### src/rtl/cpu_types_pkg.sv
// rtl/cpu_types_pkg.sv - shared pipeline types, encodings and ALU helper
package cpu_types_pkg;

  typedef logic [31:0] word_t;

  typedef enum logic [3:0] {
    ALU_ADD, ALU_SUB, ALU_AND, ALU_OR, ALU_XOR,
    ALU_NOR, ALU_SLT, ALU_SLTU, ALU_SLL, ALU_SRL
  } aluop_t;

  typedef enum logic [1:0] {RUN, REDIR, HALTED} ex_state_t;

  typedef enum logic [2:0] {RD_ALU = 3'd0, RD_MEM = 3'd1, RD_NPC = 3'd2, RD_LUI = 3'd3} rdsel_t;

  typedef enum logic [1:0] {PC_SEQ = 2'd0, PC_BR = 2'd1, PC_JIMM = 2'd2, PC_JR = 2'd3} pcsrc_t;

  localparam logic [5:0] OP_RTYPE = 6'h00;
  localparam logic [5:0] OP_BEQ   = 6'h04;
  localparam logic [5:0] OP_BNE   = 6'h05;
  localparam logic [5:0] OP_ANDI  = 6'h0C;
  localparam logic [5:0] OP_ORI   = 6'h0D;
  localparam logic [5:0] OP_XORI  = 6'h0E;

  // One EX/MEM pipeline entry; an all-zero entry is a bubble
  typedef struct packed {
    word_t      instr;
    word_t      npc;
    word_t      alu;
    word_t      sdat;
    logic       regWr;
    logic       dWEN;
    logic       dREN;
    logic       halt;
    logic [2:0] rdSel;
    logic [4:0] wsel;
  } exmem_t;

  // Shifts take their amount from the instruction shamt field
  function automatic word_t aluCompute(aluop_t op, word_t a, word_t b, logic [4:0] shamt);
    word_t r;
    case (op)
      ALU_ADD:  r = a + b;
      ALU_SUB:  r = a - b;
      ALU_AND:  r = a & b;
      ALU_OR:   r = a | b;
      ALU_XOR:  r = a ^ b;
      ALU_NOR:  r = ~(a | b);
      ALU_SLT:  r = {31'b0, $signed(a) < $signed(b)};
      ALU_SLTU: r = {31'b0, a < b};
      ALU_SLL:  r = b << shamt;
      ALU_SRL:  r = b >> shamt;
      default:  r = a + b;
    endcase
    return r;
  endfunction

endpackage

### src/rtl/ex_forward_unit.sv
// rtl/ex_forward_unit.sv - operand select for one source register (EX_FORWARD_EN enables bypass)
module ex_forward_unit
  import cpu_types_pkg::*;
(
  input  logic [4:0] src,
  input  word_t      rfData,
  input  logic       xmRegWr,
  input  logic [4:0] xmWsel,
  input  logic       xmDREN,
  input  logic [2:0] xmRdSel,
  input  word_t      xmAlu,
  input  word_t      xmNpc,
  input  logic       wbWen,
  input  logic [4:0] wbWsel,
  input  word_t      wbWdat,
  output word_t      fwdData
);

`ifdef EX_FORWARD_EN
  // Youngest producer wins; $0 is never bypassed and loads are left to the hazard unit
  always_comb begin
    fwdData = rfData;
    if (xmRegWr && (xmWsel == src) && (xmWsel != 5'd0) && !xmDREN) begin
      fwdData = (xmRdSel == RD_NPC) ? xmNpc : xmAlu;
    end else if (wbWen && (wbWsel == src) && (wbWsel != 5'd0)) begin
      fwdData = wbWdat;
    end
  end
`else
  logic unusedFwd;
  assign unusedFwd = ^{src, xmRegWr, xmWsel, xmDREN, xmRdSel, xmAlu, xmNpc, wbWen, wbWsel, wbWdat};
  assign fwdData = rfData;
`endif

endmodule

### src/rtl/ex_stage.sv
// rtl/ex_stage.sv - MIPS execute stage with redirect handshake and EX/MEM register (EX_FORWARD_EN)
module ex_stage
  import cpu_types_pkg::*;
(
  input  logic       CLK,
  input  logic       RST,
  input  word_t      instr_i,
  input  word_t      npc_i,
  input  word_t      curr_pc_i,
  input  word_t      rdat1_i,
  input  word_t      rdat2_i,
  input  logic       regWr_i,
  input  logic       dWEN_i,
  input  logic       dREN_i,
  input  logic       jpSel_i,
  input  logic       aluSrc_i,
  input  logic       halt_i,
  input  aluop_t     aluOp_i,
  input  logic [2:0] rdSel_i,
  input  logic [1:0] pcSrc_i,
  input  logic       wb_wen,
  input  logic [4:0] wb_wsel,
  input  word_t      wb_wdat,
  input  logic       mem_stall,
  input  logic       redirect_ready,
  output logic       redirect_valid,
  output word_t      redirect_pc,
  output logic       ex_busy,
  output word_t      xm_instr,
  output word_t      xm_npc,
  output word_t      xm_alu,
  output word_t      xm_sdat,
  output logic       xm_regWr,
  output logic       xm_dWEN,
  output logic       xm_dREN,
  output logic       xm_halt,
  output logic [2:0] xm_rdSel,
  output logic [4:0] xm_wsel
);

  ex_state_t  state;
  word_t      latchedPc;
  exmem_t     xm;
  exmem_t     xmNext;
  logic [5:0] opcode;
  logic [4:0] rs, rt, rd, shamt;
  logic       isBubble;
  word_t      immExt, fwdA, fwdB, opB, aluResult, target;
  logic       aluZero, branchTaken, takenNow, runRedirect;
  logic       unusedPc;

  assign opcode   = instr_i[31:26];
  assign rs       = instr_i[25:21];
  assign rt       = instr_i[20:16];
  assign rd       = instr_i[15:11];
  assign shamt    = instr_i[10:6];
  assign isBubble = (instr_i == '0);
  assign unusedPc = ^curr_pc_i;

  // Logical immediates zero-extend, everything else sign-extends
  always_comb begin
    immExt = {{16{instr_i[15]}}, instr_i[15:0]};
    if (opcode == OP_ANDI || opcode == OP_ORI || opcode == OP_XORI) begin
      immExt = {16'h0, instr_i[15:0]};
    end
  end

  ex_forward_unit fwdRs (
    .src(rs), .rfData(rdat1_i),
    .xmRegWr(xm.regWr), .xmWsel(xm.wsel), .xmDREN(xm.dREN), .xmRdSel(xm.rdSel),
    .xmAlu(xm.alu), .xmNpc(xm.npc),
    .wbWen(wb_wen), .wbWsel(wb_wsel), .wbWdat(wb_wdat),
    .fwdData(fwdA)
  );

  ex_forward_unit fwdRt (
    .src(rt), .rfData(rdat2_i),
    .xmRegWr(xm.regWr), .xmWsel(xm.wsel), .xmDREN(xm.dREN), .xmRdSel(xm.rdSel),
    .xmAlu(xm.alu), .xmNpc(xm.npc),
    .wbWen(wb_wen), .wbWsel(wb_wsel), .wbWdat(wb_wdat),
    .fwdData(fwdB)
  );

  assign opB       = aluSrc_i ? immExt : fwdB;
  assign aluResult = aluCompute(aluOp_i, fwdA, opB, shamt);
  assign aluZero   = (aluResult == '0);

  assign branchTaken = (opcode == OP_BEQ) ? aluZero : ((opcode == OP_BNE) ? !aluZero : 1'b0);
  assign takenNow    = !isBubble && ((pcSrc_i == PC_BR) ? branchTaken : (pcSrc_i != PC_SEQ));

  // Control-transfer target for the instruction currently in EX
  always_comb begin
    case (pcSrc_i)
      PC_BR:   target = npc_i + (immExt << 2);
      PC_JIMM: target = {npc_i[31:28], instr_i[25:0], 2'b00};
      PC_JR:   target = fwdA;
      default: target = npc_i;
    endcase
  end

  // A memory stall freezes RUN-state redirects; a pending REDIR keeps presenting its latched PC
  assign runRedirect    = (state == RUN) && takenNow && !mem_stall;
  assign redirect_valid = !RST && ((state == REDIR) || runRedirect);
  assign redirect_pc    = !redirect_valid ? '0 : ((state == REDIR) ? latchedPc : target);
  assign ex_busy        = mem_stall || (state != RUN);

  // Next EX/MEM entry: computed values only for a live instruction while running
  always_comb begin
    xmNext = '0;
    if (state == RUN && !isBubble) begin
      xmNext.instr = instr_i;
      xmNext.npc   = npc_i;
      xmNext.alu   = (rdSel_i == RD_LUI) ? {instr_i[15:0], 16'h0} : aluResult;
      xmNext.sdat  = fwdB;
      xmNext.regWr = regWr_i;
      xmNext.dWEN  = dWEN_i;
      xmNext.dREN  = dREN_i;
      xmNext.halt  = halt_i;
      xmNext.rdSel = rdSel_i;
      xmNext.wsel  = jpSel_i ? 5'd31 : ((opcode == OP_RTYPE) ? rd : rt);
    end
  end

  // Redirect/halt state machine; fetch that is not ready gets the target latched
  always_ff @(posedge CLK) begin
    if (RST) begin
      state     <= RUN;
      latchedPc <= '0;
    end else begin
      case (state)
        RUN: begin
          if (!mem_stall && !isBubble) begin
            if (halt_i) begin
              state <= HALTED;
            end else if (takenNow && !redirect_ready) begin
              state     <= REDIR;
              latchedPc <= target;
            end
          end
        end
        REDIR:   if (redirect_ready) state <= RUN;
        HALTED:  state <= HALTED;
        default: state <= RUN;
      endcase
    end
  end

  // EX/MEM register holds while memory stalls
  always_ff @(posedge CLK) begin
    if (RST) begin
      xm <= '0;
    end else if (!mem_stall) begin
      xm <= xmNext;
    end
  end

  assign xm_instr = xm.instr;
  assign xm_npc   = xm.npc;
  assign xm_alu   = xm.alu;
  assign xm_sdat  = xm.sdat;
  assign xm_regWr = xm.regWr;
  assign xm_dWEN  = xm.dWEN;
  assign xm_dREN  = xm.dREN;
  assign xm_halt  = xm.halt;
  assign xm_rdSel = xm.rdSel;
  assign xm_wsel  = xm.wsel;

endmodule
### config.mk
export PLATFORM = sky130hd
export DESIGN_NAME = ex_stage
export DESIGN_NICKNAME = d
export VERILOG_FILES = /design/src/rtl/cpu_types_pkg.sv /design/src/rtl/ex_forward_unit.sv /design/src/rtl/ex_stage.sv
export SDC_FILE = /design/constraint.sdc
export NUM_CORES = 1
export LEC_CHECK = 0
export ABC_AREA = 1
export CAP_MARGIN = 20
export CORE_MARGIN = 3
export CORE_UTILIZATION = 54
export DETAILED_ROUTE_END_ITERATION = 10
export PLACE_DENSITY_LB_ADDON = 0.25
export SETUP_SLACK_MARGIN = 0.15
export SYNTH_ARGS = -nofsm -noshare
export SYNTH_HDL_FRONTEND = slang
export SYNTH_SLANG_ARGS = --single-unit
export TNS_END_PERCENT = 50
### constraint.sdc
create_clock -name CLK -period 5.2 [get_ports CLK]
set_input_delay 0.52 -clock CLK [delete_from_list [all_inputs] [get_ports CLK]]
set_output_delay 0.52 -clock CLK [all_outputs]
set_load 0.02 [all_outputs]
==> results of run 1 <==
[per-stage QoR]
step           setup TNS (ns)  std cells  hold WS, ns  setup slack, ns  area [um^2]
3_3_place_gp           -33.34       4575        0.445           -0.881        26300
3_5_place_dp           -34.67       4575        0.455           -0.963        26300
2_1_floorplan               0       3447        0.483            0.623        19200
4_1_cts                     0       4654        0.467           0.0308        28200
[cells by family after synthesis]
logic type / synth area share, %
AO/OA/AOI/OAI: 20.8
buffers and inverters: 12.2
AND/OR/NAND/NOR: 39.6
flip-flops: 18.1
adder cells (fa/ha/maj): 8.44
XOR/XNOR: 0.819
[what timing repair did]
action / in CTS
buffers inserted: 43
pin swaps: 42
cloned: 4
resized for setup: 434
setup endpoints to repair: 33
[layer usage]
metal,GRT usage [%],overflow
met1,72.4,3
met2,89.1,98
met3,61.7,2
met4,70.9,75
met5,33.6,0
==> metrics.md, run 1 <==
| Metric | Value |
|---|---|
| Most frequent cell after synthesis | `nand2_1` |
| Outcome | `did not finish` |
| PortBufs | `320` |
| Top_reg_cell synth | `dfxtp_1` |
| Post-synthesis net count | `3792` |
| Post-synthesis sequential area ratio | `18.1%` |
| Yosys reg bits | `174` |
| Post-synth top area cell | `nand2_1` |
| IO Pins | `391` |
| FP Rows | `68` |
| Ys async rst share | `0%` |
| H-tree depth | `4` |
| GP Congestion | `1.29` |
| Worst EP post-GRT repair | `redirect_pc[28]` |
| Post-synth top area share | `19.7%` |
| Die W | `195 um` |
| Post-DP HPWL | `75.9 mm` |
| Kind of the worst endpoint | `top-level output` |
| Stop stage | `global routing` |
| Bufs on Longest Clock Path | `2` |
| Clock root cell | `clkbuf_16` |
| Tool error | `[ERROR GRT-0232] Routing congestion too high. Check the congestion heatmap in the GUI.` |
| CTS Buf Count | `17` |
| Cell Area, Synth | `19200 um^2` |
| Post-Syn Area per Cell | `5.58 um^2` |
| Largest net degree at the start of global routing | `83` |
| Die Ht | `195 um` |
| TritonCTS Sinks | `174` |
| Grt total ovfl | `178` |
| Hold-fix buffers, CTS | `0` |
| Starting Density | `55.3%` |
| Post-Synthesis Cells | `3447` |
| Area contributors post-synth | `nand2_1 20%, dfxtp_1 18%, nand3_1 9.3%, a21oi_1 9.0%, ha_1 8.1%` |
| Syn. warnings | `0` |
| Post-synth cell types | `55` |
| Synth top cells by count | `1009 x nand2_1, 389 x inv_1, 358 x nand3_1` |
| Post-synth EDFFs | `0` |
| Total Routing Usage GR | `73.5%` |
==> inputs of run 2 (changes only) <==
--- a/config.mk
+++ b/config.mk
@@ -8,10 +8,9 @@
 export ABC_AREA = 1
 export CAP_MARGIN = 20
 export CORE_MARGIN = 3
-export CORE_UTILIZATION = 54
+export CORE_UTILIZATION = 40
 export DETAILED_ROUTE_END_ITERATION = 10
-export PLACE_DENSITY_LB_ADDON = 0.25
-export SETUP_SLACK_MARGIN = 0.15
+export PLACE_DENSITY_LB_ADDON = 0.15
 export SYNTH_ARGS = -nofsm -noshare
 export SYNTH_HDL_FRONTEND = slang
 export SYNTH_SLANG_ARGS = --single-unit
==> run 2 against run 1 <==
The flow now finishes without violations. Synthesized cell count is the same. Area after synthesis is the same.
==> metrics.md, run 2 <==
| Metric | Value |
|---|---|
| Outcome | `complete, no violations` |
| Post-synth top area cell | `nand2_1` |
| Simple-gate share of the synthesized area | `39.6%` |
| FMAX | `0.193 GHz` |
| Synth Area in XOR/XNOR | `0.819%` |
| Power Total | `6.36 mW` |
| Worst-path clk slew | `0.07 ns` |
| Min-Delay Startpoint | `rdat2_i[12]` |
| Cells after DPL | `4827` |
| Post-DP HPWL | `87.9 mm` |
| Vias in the first global route | `24500` |
| Final ANT Viol Nets | `0` |
| R2R Path Start | `state[1]$_SDFFE_PP0P_` |
| Drt wl/cell | `22.4 um` |
| Synth-to-Final Area Change | `56.4%` |
| Setup crit start kind | `input port` |
| Post-synthesis compound-gate area fraction | `20.8%` |
| WP data required | `4.68 ns` |
| Critical path origin | `rdat2_i[3]` |
| Max-Cap Viols | `0` |
| Cell Area, Synth | `19200 um^2` |
| Commonest non-fill, non-tap cells in the layout | `945 x nand2_1, 671 x buf_4, 366 x inv_1, 337 x nand3_1, 294 x a21oi_1` |
| Final Setup Violations | `0` |
| Clk_skew | `0.0140 ns` |
| R2r setup slk | `3.08 ns` |
| Ys async rst share | `0%` |
| Synth top cells by count | `1009 x nand2_1, 389 x inv_1, 358 x nand3_1` |
| Largest net degree at the start of global routing | `120` |
| Total Routing Usage GR | `40.9%` |
| Worst hold stages | `3` |
| Hold-fix buffers, CTS | `0` |
| Psw | `2.76 mW` |
| Post-synthesis sequential area ratio | `18.1%` |
| Most frequent cell after synthesis | `nand2_1` |
| Fraction of power consumed by the clock network | `21.2%` |
| Post-synth top area share | `19.7%` |
| Pins Over Slew Limit | `0` |
| Slew @ Worst Pin | `1.06 ns` |
| Post-Syn Area per Cell | `5.58 um^2` |
| DR iter-0 viols | `3320` |
| Grt total ovfl | `0` |
| DP Worst Slack | `-1.05 ns` |
| Slew HR | `29.3%` |
| Sw Share | `43.4%` |
| Vias/cell | `5.62` |
| GP Congestion | `1.08` |
| Die W | `225 um` |
| CP Capture Type | `primary output` |
| Top_reg_cell synth | `dfxtp_1` |
| Clock latency on the worst-skew pair | `0.47 ns` |
| Final setup margin | `0.0236 ns` |
| Non-Filler Instances | `4914` |
| Logic pwr share | `55.8%` |
| Initial antenna violation count | `4` |
| Most common cell after layout, fill and taps aside | `nand2_1` |
| CP peak stage delay | `0.51 ns` |
| Worst reg-to-reg path cell count | `9` |
| Worst path slowest cell | `clkdlybuf4s50_1` |
| Drt first pass iters | `6` |
| Post-synthesis mux area share | `0%` |
| Tmin final | `5.18 ns` |
| Clock root cell | `clkbuf_16` |
| Post-Synthesis Cells | `3447` |
| CTS Buf Count | `17` |
| WL final | `110 mm` |
| Crit-path most repeated cell | `nand2_1` |
| Post-synthesis net count | `3792` |
| PortBufs | `320` |
| Largest family of logic cells by synthesized area | `simple AND/OR/NAND/NOR gates` |
| Bufs on Longest Clock Path | `2` |
| Hold Path Class | `in2reg` |
| H-tree depth | `4` |
| Reg power frac | `23.0%` |
| Fin util | `64.0%` |
| Final Cycle Share | `99.5%` |
| Syn. warnings | `0` |
| Final Hold Viols | `0` |
| TritonCTS Sinks | `174` |
| Yosys reg bits | `174` |
| Pleak | `14.4 nW` |
| Fraction of final layout cells sized beyond drive strength 1 | `26.8%` |
| # nets final | `4638` |
| RSZ-0062 raised after global routing | `yes` |
| Adder-Cell Fraction of Synth Area | `8.44%` |
| First-pass GRT wire length | `156 mm` |
| Vias | `27600` |
| Starting Density | `40.9%` |
| Die Ht | `225 um` |
| Die area | `50800 um^2` |
| Power Dens Cells | `211 nW/um^2` |
| Maximum fanout along the worst path | `8` |
| FP Rows | `79` |
| Placeable Area | `47100 um^2` |
| Post-synth cell types | `55` |
| CTS tree | `done` |
| VDD IR-drop max | `0.000346 V` |
| Cell Int Power | `3.60 mW` |
| Area contributors post-synth | `nand2_1 20%, dfxtp_1 18%, nand3_1 9.3%, a21oi_1 9.0%, ha_1 8.1%` |
| DRC viols | `0` |
| IO Pins | `391` |
| WP data arrival | `4.66 ns` |
| Crit Path Class | `in2out` |
| Post-synth EDFFs | `0` |
[run 2: cell counts after synthesis]
No cell type changed its count.
[run 2: cell families after synthesis]
group / Yosys count
buf+inv: 600
fa+ha+maj: 128
flops: 174
xor+xnor: 18
compound gates: 721
simple gates: 1806
[run 2: final cells by class]
class                      instances  area, um^2
inverter                         421        1590
multi-input combinational       2674       15000
sequential                       174        3480
clock buffer                      17         425
fill                            4625       16900
antenna                            1        2.50
timing repair buffer            1005        8610
clock inverter                    15         191
tap                              607         759
[run 2: final timing paths]
check / endpoint
worst min-delay path: xm_sdat[12]$_SDFFE_PP0N_
worst max register to register: xm_alu[21]$_SDFFE_PP0N_
worst max-delay path: redirect_pc[22]
worst min register to register: xm_instr[0]$_SDFFE_PP0N_
[run 2: power by group through the flow]
stage	registers [mW]	logic (mW)	clock network, mW
final	1.46	3.55	1.35
after global routing	1.47	3.76	1.41
after detailed placement	1.49	3.04	0
after floorplan	1.58	1.34	0
after CTS	1.46	3.20	1.36
after global placement	1.49	3.05	0
[run 2: repair_timing]
action                                  4_1_cts  5_1_grt
pin swaps                                    24       77
cloned                                        4        3
gates resized for setup                     316      392
endpoints found under the setup margin       33       34
setup buffers                                28       20
[run 2: layer usage]
layer	global-route usage (%)	vias to the layer above	part of all wire, %
li1	-	13000	-
met1	58.7	12800	43
met2	56.8	1611	40
met3	11.5	238	12
met4	16.8	6	4.8
met5	0	-	0.029
[run 2: through the flow]
step / area [um^2] / TNS (ns) / hold WS [ns]
after CTS: 28600 / 0 / 0.465
after global routing: 30100 / -2.16 / 0.407
final: 30100 / 0 / 0.384
after floorplan: 19200 / 0 / 0.483
after global placement: 27300 / -47.76 / 0.444
after detailed placement: 27300 / -45.99 / 0.454
[run 2: worst max-delay path: cells and delay by family]
kind,cells,cell delay [ns]
compound gates,1,0.16
fa+ha+maj,1,0.24
buf+inv,5,1.16
simple gates,23,2.57
(Power assumes the default switching activity.)
